File: src/rtl/vr_pkg.sv
// Shared types and constants for the valid/ready FIFO.
// Also provides the saturating-increment helper used by the statistics counters.
package vr_pkg;

    localparam int DEFAULT_DATA_W = 8;

    typedef logic [DEFAULT_DATA_W-1:0] data_t;

    localparam int               STAT_W   = 16;
    localparam logic [STAT_W-1:0] STAT_MAX = '1;

    function automatic logic [STAT_W-1:0] sat_inc(input logic [STAT_W-1:0] v);
        logic [STAT_W-1:0] r;
        if (v == STAT_MAX) begin
            r = v;
        end else begin
            r = v + STAT_W'(1);
        end
        return r;
    endfunction

endpackage

File: src/rtl/vr_fifo_mem.sv
// DEPTH x DATA_W storage array for vr_fifo.
// It has one synchronous write port and one asynchronous read port, and the array is not reset.
module vr_fifo_mem #(
    parameter int DATA_W = 8,
    parameter int DEPTH  = 4
) (
    input  logic                     clk,
    input  logic                     we,
    input  logic [$clog2(DEPTH)-1:0] waddr,
    input  logic [DATA_W-1:0]        wdata,
    input  logic [$clog2(DEPTH)-1:0] raddr,
    output logic [DATA_W-1:0]        rdata
);

    logic [DATA_W-1:0] mem_q [DEPTH];

    // Write port
    always_ff @(posedge clk) begin
        if (we) begin
            mem_q[waddr] <= wdata;
        end
    end

    assign rdata = mem_q[raddr];

endmodule

File: src/rtl/vr_fifo.sv
// Valid/ready FIFO with first-word fall-through. Status signals are derived from registers only.
// Optional build macro VR_FIFO_STATS_EN adds the stall_cnt and full_cnt statistics ports.
module vr_fifo
    import vr_pkg::*;
#(
    parameter int DATA_W = DEFAULT_DATA_W,
    parameter int DEPTH  = 4
) (
    input  logic                     clk,
    input  logic                     reset,
    input  logic                     s_valid,
    output logic                     s_ready,
    input  logic [DATA_W-1:0]        s_data,
    output logic                     m_valid,
    input  logic                     m_ready,
    output logic [DATA_W-1:0]        m_data,
    output logic [$clog2(DEPTH):0]   count
`ifdef VR_FIFO_STATS_EN
    ,
    output logic [15:0]              stall_cnt,
    output logic [15:0]              full_cnt
`endif
);

    localparam int PTR_W = $clog2(DEPTH);
    localparam int CNT_W = PTR_W + 1;

    logic [PTR_W-1:0]  wr_ptr_q, wr_ptr_d;
    logic [PTR_W-1:0]  rd_ptr_q, rd_ptr_d;
    logic [CNT_W-1:0]  count_q, count_d;
    logic              push_s, pop_s;
    logic [DATA_W-1:0] rdata_s;

    assign m_valid = (count_q != {CNT_W{1'b0}});
    assign s_ready = (count_q != CNT_W'(DEPTH));
    assign push_s  = s_valid && s_ready;
    assign pop_s   = m_valid && m_ready;
    assign count   = count_q;
    // The array is not reset, so the output is forced to zero while the FIFO is empty.
    assign m_data  = m_valid ? rdata_s : {DATA_W{1'b0}};

    // Next-state for the pointers and the occupancy count
    always_comb begin
        wr_ptr_d = wr_ptr_q;
        rd_ptr_d = rd_ptr_q;
        count_d  = count_q;
        if (push_s) begin
            wr_ptr_d = wr_ptr_q + PTR_W'(1);
        end else begin
            wr_ptr_d = wr_ptr_q;
        end
        if (pop_s) begin
            rd_ptr_d = rd_ptr_q + PTR_W'(1);
        end else begin
            rd_ptr_d = rd_ptr_q;
        end
        case ({push_s, pop_s})
            2'b10:   count_d = count_q + CNT_W'(1);
            2'b01:   count_d = count_q - CNT_W'(1);
            default: count_d = count_q;
        endcase
    end

    // Pointer and count registers
    always_ff @(posedge clk or negedge reset) begin
        if (!reset) begin
            wr_ptr_q <= {PTR_W{1'b0}};
            rd_ptr_q <= {PTR_W{1'b0}};
            count_q  <= {CNT_W{1'b0}};
        end else begin
            wr_ptr_q <= wr_ptr_d;
            rd_ptr_q <= rd_ptr_d;
            count_q  <= count_d;
        end
    end

    vr_fifo_mem #(
        .DATA_W (DATA_W),
        .DEPTH  (DEPTH)
    ) u_mem (
        .clk   (clk),
        .we    (push_s),
        .waddr (wr_ptr_q),
        .wdata (s_data),
        .raddr (rd_ptr_q),
        .rdata (rdata_s)
    );

`ifdef VR_FIFO_STATS_EN
    logic [STAT_W-1:0] stall_cnt_q;
    logic [STAT_W-1:0] full_cnt_q;

    // Saturating back-pressure counters
    always_ff @(posedge clk or negedge reset) begin
        if (!reset) begin
            stall_cnt_q <= {STAT_W{1'b0}};
            full_cnt_q  <= {STAT_W{1'b0}};
        end else begin
            if (m_valid && !m_ready) begin
                stall_cnt_q <= sat_inc(stall_cnt_q);
            end else begin
                stall_cnt_q <= stall_cnt_q;
            end
            if (s_valid && !s_ready) begin
                full_cnt_q <= sat_inc(full_cnt_q);
            end else begin
                full_cnt_q <= full_cnt_q;
            end
        end
    end

    assign stall_cnt = stall_cnt_q;
    assign full_cnt  = full_cnt_q;
`endif

endmodule

File: config.mk
export PLATFORM = sky130hd
export DESIGN_NAME = vr_fifo
export DESIGN_NICKNAME = d
export VERILOG_FILES = /design/src/rtl/vr_pkg.sv /design/src/rtl/vr_fifo_mem.sv /design/src/rtl/vr_fifo.sv
export SDC_FILE = /design/constraint.sdc
export NUM_CORES = 1
export LEC_CHECK = 0
export BUFFER_PORTS_ARGS = -buffer_cell sky130_fd_sc_hd__buf_2
export CORE_ASPECT_RATIO = 1.1
export CORE_UTILIZATION = 25
export CTS_CLUSTER_SIZE = 20
export DETAILED_ROUTE_END_ITERATION = 10
export PLACE_DENSITY = 0.38
export SLEW_MARGIN = 20
export SYNTH_ARGS = -nofsm -noshare
export SYNTH_HDL_FRONTEND = slang
export SYNTH_HIERARCHICAL = 1
export SYNTH_SLANG_ARGS = --single-unit
File: constraint.sdc
create_clock -name clk -period 2.4 [get_ports clk]
set_clock_uncertainty 0.1 [all_clocks]
set_input_delay 0 -clock clk [delete_from_list [all_inputs] [get_ports clk]]
set_output_delay 0 -clock clk [all_outputs]
set_load 0.005 [all_outputs]
=== Word-level counts from Yosys, hierarchy flattened ===
Memory sizes are Yosys's and may differ from the RTL's.
Index checks and enable logic that the tools add are counted.

* Equality and inequality tests: 3
* Reduce and logical (&&, ||, !) cells: 4
* Add/sub/neg operators: 4
* Mux-type cells: 4

{| class="wikitable"
|+ Operators by type and width
! cell !! count
|-
| $mux W8 || 1
|-
| $pmux W3 S2 || 1
|-
| $add A2 B1 Y2 const B || 2
|-
| $add A3 B1 Y3 const B || 1
|-
| $ne A3 B3 Y1 const B || 1
|-
| $reduce_bool A3 Y1 || 1
|-
| $sub A3 B1 Y3 const B || 1
|-
| $eq A2 B1 Y1 const B || 1
|-
| $eq A2 B2 Y1 const B || 1
|-
| $logic_and A1 B1 Y1 || 2
|-
| $mux W1 || 2
|-
| $reduce_bool A2 Y1 || 1
|}

* Memories: 1
* Bits of input ports: 12
* RAM bits: 32
* Register bits after elaboration: 7
* Output and inout bits: 13
* Word-level logic and storage cells: 19

{| class="wikitable"
|+ Memories
! name !! depth !! width !! rd ports !! clocked after Yosys merged registers in !! write ports !! RTL line !! RTL
|-
| u_mem.mem_q || 4 || 8 || 1 || 0 || 1 || vr_fifo_mem.sv:15 || <nowiki>logic [DATA_W-1:0] mem_q [DEPTH];</nowiki>
|}

=== Logic depth before layout (Yosys ltp) ===
Gate-level depths: netlist of run 1.

* Depth after elaboration: 4
* Mapped depth: 8
* Mapped depth without buffers: 8

=== Modules after synthesis ===
The synthesis of run 1 kept the hierarchy.

{| class="wikitable"
|+ By module, submodules not included
! module !! times used !! sequential area each (um2) !! cells an instance !! area each (um2)
|-
| vr_fifo_mem || 1 || 960.9 || 46 || 1,188.6
|-
| vr_fifo || 1 || 175.2 || 37 || 421.7
|}

=== Least setup slack after synthesis of run 1 ===
No wires, ideal clock.

* Path kind: reg-to-reg
* Start point: register count_q[0] (netlist: count[0])
* End point: register count_q[2] (netlist: count[2])
* Arrival: 1.878 ns
* Setup slack: 0.343 ns
* Library setup time: 0.079 ns
* Stages on the path, launching flop included: 9
* Path buffers: 0
* Period minus slack after synthesis: 2.057 ns
* Data required time: 2.221 ns
* Path through: dfrtp_1 -> or3b_4 -> nand2_2 -> ha_1 -> inv_1 -> fa_1 -> xor2_1 -> nor2_1 -> xor2_1

* Word-level cells in the longest chain between the ends: 4
* Elaborated cells between the ends (all ways): 10
* Those cells by class: add/sub (2); eq/ne (3); mux (1); reduce/logical (4)

{| class="wikitable"
|+ Ends and longest elaborated chain
! what !! RTL line !! RTL
|-
| start: declaration || vr_fifo.sv:30 || <nowiki>logic [CNT_W-1:0] count_q, count_d;</nowiki>
|-
| start signal: assignment || vr_fifo.sv:69 || <nowiki>count_q <= {CNT_W{1'b0}};</nowiki>
|-
| start signal: assignment || vr_fifo.sv:73 || <nowiki>count_q <= count_d;</nowiki>
|-
| $ne A3 B3 Y1 (*) || vr_fifo.sv:35 || <nowiki>assign s_ready = (count_q != CNT_W'(DEPTH));</nowiki>
|-
| via s_ready || vr_fifo.sv:12 || <nowiki>output logic s_ready,</nowiki>
|-
| $logic_and A1 B1 Y1 (*) || vr_fifo.sv:36 || <nowiki>assign push_s = s_valid && s_ready;</nowiki>
|-
| $eq A2 B1 Y1 or $eq A2 B2 Y1 (tied branches) || vr_fifo.sv:57 || <nowiki>case ({push_s, pop_s})</nowiki>
|-
| $pmux W3 S2 or $reduce_bool A2 Y1 (tied branches) || - ||
|}

Mark *: on every way through the listed nets, which the timed path passes. The rest lies on a longest branch.
A chain may end at the register's enable or synchronous reset.

=== Worst setup path in the final report of run 1 ===
* Start point: register count_q[0] (netlist: count[0])
* End point: register count_q[2] (netlist: count[2])

* Word-level cells in the longest chain between the ends: 4
* Elaborated cells between the ends (all ways): 10
* Those cells by class: add/sub (2); eq/ne (3); mux (1); reduce/logical (4)

{| class="wikitable"
|+ Ends and longest elaborated chain
! what !! RTL line
|-
| $ne A3 B3 Y1 or $reduce_bool A3 Y1 (tied branches) || vr_fifo.sv:35, vr_fifo.sv:34
|-
| $logic_and A1 B1 Y1 (on tied branches) || vr_fifo.sv:36, vr_fifo.sv:37
|-
| $eq A2 B1 Y1 or $eq A2 B2 Y1 (tied branches) || vr_fifo.sv:57
|-
| $pmux W3 S2 or $reduce_bool A2 Y1 (tied branches) || -
|}

Several ways; a longest one is shown, not always the timed one.

==> results of run 1 <==
-- repair_timing --
item,CTS,global route
hold buffers,12,0
hold endpoints to repair,43,0
buffers inserted,0,0
setup endpoints to repair,0,0
-- synth_stat cells (all sizes together) --
cell type / count / area, um2
dfrtp: 7 / 175.2
fa: 1 / 20.02
buf: 2 / 22.52
mux2i: 1 / 10.01
nor3b: 1 / 7.510
nor2: 1 / 3.750
or3b: 1 / 11.26
and3: 1 / 6.260
xor2: 3 / 26.28
edfxtp: 32 / 960.9
clkbuf: 1 / 5.000
nand2: 1 / 6.260
and3b: 2 / 17.52
xnor2: 4 / 35.03
or3: 1 / 11.26
and2: 9 / 68.82
nand3: 2 / 15.01
ha: 1 / 12.51
mux4: 8 / 180.2
inv: 4 / 15.01
-- logic make-up after synthesis --
logic type | share of synthesized area (%)
flops | 70.55
simple gates | 9.169
mux | 11.81
xor+xnor | 3.807
buf+inv | 2.641
fa+ha+maj | 2.020
-- where the power goes --
part | internal [mW] | total [mW] | switching, mW
Sequential | 0.917 | 1.08 | 0.159
Clock | 0.304 | 0.523 | 0.219
Combinational | 0.467 | 0.782 | 0.316
-- how the worst max path moves through the flow --
stage	cells after the start	end	slack (ns)	start
2_1_floorplan	8	count[2]	0.34	count[0]
3_3_place_gp	8	count[2]	0.25	count[0]
3_5_place_dp	8	count[2]	0.22	count[0]
4_1_cts	8	count[2]	0.18	count[0]
5_1_grt	8	count[2]	0.11	count[0]
6_report	8	count[2]	0.22	count[0]
-- flip-flops by register name, summed over array words and instances, names as in the netlist --
name and count:
u_mem/mem_q 32, rd_ptr_q 2, count 3, wr_ptr_q 2
-- routing by layer --
layer  up-vias  wire length (um)  GRT usage [%]
met5         -                 0              0
met4         0                47          4.545
met3         6               114          3.263
met2        22              1485          16.44
met1       421              1249          11.77
li1        395                 -              -
-- critical path, stage by stage (launching register included) --
cell and delay [ns]:
dfrtp_1 0.44, or3b_4 0.41, nand2_2 0.11, ha_1 0.19, inv_1 0.07, fa_1 0.38, xor2_1 0.15, nor2_1 0.11
xor2_1 0.15
-- final cells by class --
cell class	instances	area share, %
timing repair buffer	38	12.48
clock buffer	5	3.364
tap	80	4.893
sequential	39	55.54
inverter	4	0.7339
multi-input combinational	37	21.10
clock inverter	3	1.896
==> results.ini, run 1 <==
[outcome]
outcome = finished, final reports clean

[sta]
setup_tns_ns = 0
slew_headroom_pct = 60.30
hold_viol = 0
finalSetupViolCount = 0
slew_violations = 0
setup_slack_ns = 0.2200
holdWs_ns = 0.3657
finalCritPeriodShare_pct = 90.83
fin_crit_ns = 2.180
rsz0062_at_grt = no
fmax_mhz = 458.7
worst_pin_slew_ns = 0.5955

[clock_tree]
cts_made_buffers = 5
post_cts_resized = 0
insertion_delay_ns = 0.28
cts_tree = built
htree_levels = 2
cts_sinks = 39
clock-root-buffer = clkbuf_8
path_clk_slew_ns = 0.07
clockBufferDepth = 2

[cells_and_area]
final_cell_mix = edfxtp_1, buf_2, dlygate4sd3_1
nNetsFinal = 139
finalInstanceArea_mm2 = 0.002046
multi_input_area_um2 = 431.7
area_growth_pct = 27.04
finalNonFillerCells = 206
final_common_cell = edfxtp_1
nFillCells = 606
register_area_mm2 = 0.001136
post-route-util_pct = 33.03
drive_gt1_share_pct = 42.86
n_antenna_cell = 0

[hold_path]
hp-class = in -> reg
hold_end = u_mem/mem_q[0][3]
min_from = s_data[3]
whs_path_depth = 2

[synth]
synthesis.area_mm2 = 0.001610
ys_seq_area_share_pct = 70.55
synth_cell_types = 22
synth_fp_nets = 97
synth_seq_cells = 39
yosysWarnings = 6
syn_inst = 83
syn_area_per_cell_um2 = 19.40

[placed_design]
dp_slack_ns = 0.2212
place.gp.congestion = 0.6272
place_inst = 186
dp_hpwl_um = 2015
dpl_cell_area_mm2 = 0.001818
numPortBuffers = 24

[worst_setup_path]
startpoint_type = register
worstSetupEndpointType = register
cp_max_fo = 5
worstPathRequired_ns = 2.51
r2r_start = count[0]
reg2reg_to = count[2]
r2r_slack_ns = 0.22
rr_worst_depth = 8
path_class = reg -> reg
arrival_ns = 2.29

[die]
die-height_um = 86.18
dieArea_mm2 = 0.006766
die_x_um = 78.52
core_mm2 = 0.006193
std_cell_rows = 30
initial_core_util_pct = 26.00
pin_count = 25

[grt]
grt_pass1_wl_um = 4747
grt-ovfl-total = 0
antenna_found_initial = 0
grt_start_max_net_pins = 13
track_usage_pct = 9.957
first_global_vias = 889

[drt]
dr_total_vias = 844
ant_nets = 0
drt_iter0_drc = 15
wirelength_um = 2896
drc = 0
vias_per_cell = 4.097
firstDrtPassIters = 4
avgRoutedWirePerCell_um = 14.06

[run]
maxCapViolations = 0

[power]
leakage_nw = 0.7653
total_power_mw = 2.382
vdd_drop_max_v = 0.0004812
p_per_area_mw_per_mm2 = 1164

No activity file was read; power rests on OpenSTA's default activity.
==> inputs of run 2 (changes only) <==
BUFFER_PORTS_ARGS = not set   (was -buffer_cell sky130_fd_sc_hd__buf_2)
DONT_BUFFER_PORTS = 1   (was not set)
PLACE_DENSITY = 0.34   (was 0.38)
==> run 2 against run 1 <==
Total power decreased by 9.2%. Worst setup slack got worse by 0.019 ns. Clock-buffer cell count unchanged. Global-route usage increased by 0.17 points. Cell count decreased by 11%. Cell area decreased by 6.7%. Non-clock buffer count decreased by 23. First-iteration DRC count increased to 3.1 times the previous value. Register-to-register slack got worse by 0.02 ns. Sequential share of layout area increased by 4.0 points. Largest power group unchanged.
==> results.ini, run 2 (synthesis results as in run 1) <==
[worst_setup_path]
worstSetupEndpointType = register
worstPathRequired_ns = 2.51  ; about the same
r2r_slack_ns = 0.20  ; -0.02 ns
path_class = reg -> reg
startpoint_type = register
arrival_ns = 2.31  ; +0.02 ns
cp_max_fo = 4  ; -1

[placed_design]
numPortBuffers = 0  ; -100%
place.gp.congestion = 0.6423  ; +2.4%
dp_hpwl_um = 1989  ; -1.3%

[clock_tree]
post_cts_buffers = 0  ; unchanged
cts_tree = built
cts_made_buffers = 5  ; unchanged
post_cts_resized = 0  ; unchanged
cts_sinks = 39  ; unchanged
insertion_delay_ns = 0.28  ; about the same
path_clk_slew_ns = 0.07  ; about the same
clock-root-buffer = clkbuf_8
htree_levels = 2  ; unchanged
clockBufferDepth = 2  ; unchanged

[cells_and_area]
area_growth_pct = 18.57
regMostFlops = u_mem/mem_q
multi_input_area_um2 = 431.7  ; unchanged
final_cell_mix = edfxtp_1, dlygate4sd3_1, and2_2, mux4_2, dfrtp_1
final_common_cell = edfxtp_1
largest_register_ffs = 32  ; unchanged
drive_gt1_share_pct = 31.07  ; -12 points
post-route-util_pct = 30.83  ; -2.2 points
register_area_mm2 = 0.001136  ; unchanged
nFillCells = 628  ; +3.6%
nNetsFinal = 116  ; -17%
n_antenna_cell = 0  ; unchanged

[outcome]
outcome = finished, final reports clean

[die]
pin_count = 25  ; unchanged
die_x_um = 78.52  ; unchanged
die-height_um = 86.18  ; unchanged
dieArea_mm2 = 0.006766  ; unchanged
std_cell_rows = 30  ; unchanged
initial_core_util_pct = 26.00  ; unchanged
core_mm2 = 0.006193  ; unchanged

[sta]
finalSetupViolCount = 0  ; unchanged
hold_viol = 0  ; unchanged
slew_headroom_pct = 65.99  ; +5.7 points
rsz0062_at_grt = no
slew_violations = 0  ; unchanged
worst_pin_slew_ns = 0.5102  ; -0.08532 ns
setup_tns_ns = 0  ; unchanged
fmax_mhz = 454.8  ; -0.84%
finalCritPeriodShare_pct = 91.61  ; +0.77 points
fin_crit_ns = 2.199  ; +0.01857 ns
holdWs_ns = 0.3307  ; -0.03502 ns

[power]
p_sw_mw = 0.6675  ; -3.8%
pwr-share-comb_pct = 31.9  ; -0.9 points
total_power_mw = 2.164  ; -9.2%
p_int_mw = 1.496  ; -11%
vdd_drop_max_v = 0.0003416  ; -29%
clkPwrFrac_pct = 19.2  ; -2.8 points
leakage_nw = 0.6681  ; -13%
p_per_area_mw_per_mm2 = 1133  ; -2.7%
pwr-share-seq_pct = 48.8  ; +3.6 points
p_sw_share_pct = 30.85  ; +1.7 points

[grt]
grt-ovfl-total = 0  ; unchanged
grt_pass1_wl_um = 4712  ; -0.74%
track_usage_pct = 10.12  ; +0.17 points
first_global_vias = 845  ; -4.9%
antenna_found_initial = 0  ; unchanged
grt_start_max_net_pins = 13  ; unchanged

[drt]
drc = 0  ; unchanged
drt_iter0_drc = 46  ; +31
firstDrtPassIters = 3  ; -1
dr_total_vias = 766  ; -9.2%
avgRoutedWirePerCell_um = 16.14  ; +15%
ant_nets = 0  ; unchanged
vias_per_cell = 4.186  ; +2.2%
wirelength_um = 2954  ; +2.0%

[hold_path]
hp-class = in -> reg

[run]
maxCapViolations = 0  ; unchanged

## run 2: final cells by class
cell class                      instances  share of cell area (%)
Sequential cell                        39                   59.50
Multi-Input combinational cell         37                   22.61
Timing Repair Buffer                   15                   7.471
Tap cell                               80                   5.242
Clock buffer                            5                   3.604
Clock inverter                          3                  0.7864
Inverter                                4                  0.7864
## run 2: worst max-delay path, cell delays in order, from the launching register on
cell and delay (ns):
dfrtp_1 0.45, or3b_4 0.44, nand2_2 0.11, ha_1 0.19
inv_1 0.06, fa_1 0.37, xor2_1 0.15, nor2_1 0.11
xor2_1 0.16
## run 2: metal layers
| metal | share of wire, % | GRT usage (%) | vias to the layer above | routed length (um) |
|---|---|---|---|---|
| li1 | - | - | 346 | - |
| met1 | 40 | 10.85 | 391 | 1192 |
| met2 | 53 | 16.76 | 25 | 1556 |
| met3 | 5.6 | 4.737 | 4 | 165 |
| met4 | 1.4 | 5.051 | 0 | 40 |
| met5 | 0 | 0 | - | 0 |
## run 2: final timing paths
path / depth (start not counted) / to / startpoint
min: 1 / u_mem/mem_q[1][3] / s_data[3]
max reg2reg: 8 / count[2] / count[2]
max in group asynchronous: 2 / wr_ptr_q[1] / reset
min in group asynchronous: 2 / count[1] / reset
min reg2reg: 1 / wr_ptr_q[1] / wr_ptr_q[1]
max: 8 / count[2] / count[2]
## run 2: metrics by stage
step	setup WS, ns	cells	instance area (um2)
after floorplan	0.3429	83	1610
after global placement	0.2564	163	1705
after detailed placement	0.2045	163	1705
after CTS	0.1747	183	1909
after global routing	0.03131	183	1909
final	0.2014	183	1909
## run 2: repair_timing
item / 4_1_cts / 5_1_grt
hold endpoints to repair: 44 / 0
hold buffers: 12 / 0
setup endpoints to repair: 0 / 0
## run 2: power groups by stage
| stage | Clock, mW | Sequential, mW | Combinational [mW] |
|---|---|---|---|
| finish | 0.416 | 1.06 | 0.691 |
| global route | 0.470 | 1.09 | 0.776 |
| CTS | 0.440 | 1.07 | 0.721 |
| detailed placement | 0 | 1.08 | 0.694 |
| global placement | 0 | 1.07 | 0.688 |
| floorplan | 0 | 1.01 | 0.595 |
==> inputs of run 3 (changes only) <==
CORE_ASPECT_RATIO = not set   (was 1.1)
==> run 3 against run 2 <==
Register-to-register slack about the same. Cell area is 0.13% higher. Sequential share of layout area down 0.078 points. Flip-flop and latch count did not move. Utilization is 0.72 points higher. Worst hold slack worse by 0.011 ns. Die area about the same. Combinational power is 1% lower. Critical endpoint unchanged. Largest cell class unchanged.
==> results.ini, run 3 (synthesis results as in run 1) <==
[power]
clkPwrFrac_pct = 19.8  ; +0.6 points
leakage_nw = 0.6664  ; -0.25%
pwr-share-comb_pct = 31.3  ; -0.6 points
p_per_area_mw_per_mm2 = 1139  ; +0.51%
p_sw_mw = 0.6699  ; +0.35%
vdd_drop_max_v = 0.0005399  ; +58%
pwr-share-seq_pct = 49.0  ; +0.2 points
p_int_mw = 1.508  ; +0.78%
p_sw_share_pct = 30.76  ; -0.090 points

[cells_and_area]
finalNonFillerCells = 179  ; -2.2%
register_area_mm2 = 0.001136  ; unchanged
multi_input_area_um2 = 431.7  ; unchanged
n_antenna_cell = 0  ; unchanged
area_growth_pct = 18.73
drive_gt1_share_pct = 30.77  ; -0.30 points
final_cell_mix = edfxtp_1, dlygate4sd3_1, and2_2, mux4_2, dfrtp_1
nFillCells = 600  ; -4.5%
regMostFlops = u_mem/mem_q
largest_register_ffs = 32  ; unchanged
final_common_cell = edfxtp_1
nNetsFinal = 117  ; +0.86%

[sta]
worst_pin_slew_ns = 0.5752  ; +0.06502 ns
slew_headroom_pct = 61.65  ; -4.3 points
finalCritPeriodShare_pct = 91.14  ; -0.46 points
hold_viol = 0  ; unchanged
setup_tns_ns = 0  ; unchanged
holdWs_ns = 0.3199  ; -0.01081 ns
fin_crit_ns = 2.187  ; -0.01115 ns
slew_violations = 0  ; unchanged
fmax_mhz = 457.2  ; +0.51%
setup_slack_ns = 0.2126  ; +0.01115 ns
finalSetupViolCount = 0  ; unchanged
rsz0062_at_grt = no

[run]
maxCapViolations = 0  ; unchanged

[die]
initial_core_util_pct = 26.57  ; +0.57 points
die_x_um = 82.26  ; +4.8%
dieArea_mm2 = 0.006766  ; about the same
pin_count = 25  ; unchanged
die-height_um = 82.26  ; -4.5%
core_mm2 = 0.006061  ; -2.1%
std_cell_rows = 28  ; -6.7%

[grt]
first_global_vias = 818  ; -3.2%
antenna_found_initial = 0  ; unchanged
grt-ovfl-total = 0  ; unchanged
grt_start_max_net_pins = 13  ; unchanged
grt_pass1_wl_um = 4388  ; -6.9%
track_usage_pct = 9.988  ; -0.14 points

[placed_design]
place.gp.congestion = 0.6124  ; -4.7%
dp_slack_ns = 0.2185  ; +0.01405 ns
numPortBuffers = 0  ; unchanged
dp_hpwl_um = 1908  ; -4.1%
place_inst = 159  ; -2.5%

[worst_setup_path]
cp_max_fo = 4  ; unchanged
path_class = reg -> reg
crit_path_cell_trace = or3b_4 > nand2_2 > ha_1 > inv_1 > fa_1 > xor2_1 > nor2_1 > xor2_1
cpMostUsedCell = xor2_1
startpoint = count[1]
worstSetupEndpointType = register
path_buf_inv = 1  ; unchanged
r2r_start = count[1]
r2r_slack_ns = 0.21  ; about the same
startpoint_type = register
cpPeakStageDelay_ns = 0.44  ; about the same
crit_path_end = count[2]
reg2reg_to = count[2]
worstPathRequired_ns = 2.52  ; about the same
rr_worst_depth = 8  ; unchanged
crit_family = simple AND/OR/NAND/NOR gates
cp.depth = 8  ; unchanged
cp_slowest_cell = or3b_4
arrival_ns = 2.30  ; about the same

[clock_tree]
cts_made_buffers = 5  ; unchanged
clock-root-buffer = clkbuf_8
insertion_delay_ns = 0.29  ; about the same
clockBufferDepth = 2  ; unchanged
path_clk_slew_ns = 0.08  ; about the same
cts_sinks = 39  ; unchanged
post_cts_resized = 0  ; unchanged
cts_tree = built
htree_levels = 2  ; unchanged

[drt]
vias_per_cell = 4.285  ; +2.4%
wirelength_um = 2904  ; -1.7%
drt_iter0_drc = 15  ; -67%
avgRoutedWirePerCell_um = 16.22  ; +0.50%
dr_total_vias = 767  ; +0.13%
drc = 0  ; unchanged
firstDrtPassIters = 4  ; +1
ant_nets = 0  ; unchanged

[hold_path]
hp-class = in -> reg

[outcome]
outcome = finished, final reports clean

[run 3: cell count changes in the layout (fill, tap and decap cells not counted), sizes merged]
cell | before | now
clkbuf | 5 | 6
clkinvlp | 0 | 1
buf | 3 | 4
clkinv | 3 | 1
[run 3: cell type report]
type	count	share of cell area, %
sequential	39	59.42
multi-input combinational	37	22.58
timing repair buffer	16	7.853
tap	75	4.908
clock buffer	6	3.796
inverter	4	0.7853
clock inverter	2	0.6545
[run 3: how the worst min path moves through the flow]
stage | from | endpoint | slack, ns | depth (start not counted)
final | s_data[1] | u_mem/mem_q[0][1] | 0.32 | 1
after global routing | s_data[1] | u_mem/mem_q[2][1] | 0.33 | 1
after CTS | s_data[1] | u_mem/mem_q[3][1] | 0.31 | 1
after detailed placement | reset | count[0] | -0.40 | 0
after global placement | reset | count[0] | -0.40 | 0
after floorplan | reset | count[0] | -0.40 | 0
[run 3: per-layer routing]
layer  wire length (um)  vias up  global-route usage (%)
met5                  0        -                       0
met4                 45        0                   4.211
met3                191        5                   4.066
met2               1362       22                   14.88
met1               1305      388                   12.77
li1                   -      352                       -
[run 3: through the flow]
stage | cell area, um2 | utilization, % | power [mW]
floorplan | 1610 | - | 1.602
global placement | 1707 | 28.16 | 1.768
detailed placement | 1707 | 28.16 | 1.773
CTS | 1912 | 31.54 | 2.232
global route | 1912 | 31.54 | 2.339
finish | 1912 | 31.54 | 2.178
[run 3: power groups by stage]
| stage | Sequential, mW | Clock, mW | Combinational [mW] |
|---|---|---|---|
| final | 1.07 | 0.430 | 0.681 |
| after global routing | 1.10 | 0.475 | 0.763 |
| after CTS | 1.08 | 0.448 | 0.706 |
| after detailed placement | 1.09 | 0 | 0.678 |
| after global placement | 1.09 | 0 | 0.676 |
| after floorplan | 1.01 | 0 | 0.595 |
[run 3: repair_timing]
item	4_1_cts	5_1_grt
setup endpoints to repair	0	0
hold buffers	12	0
endpoints found under the hold margin	43	0
setup buffers	0	0
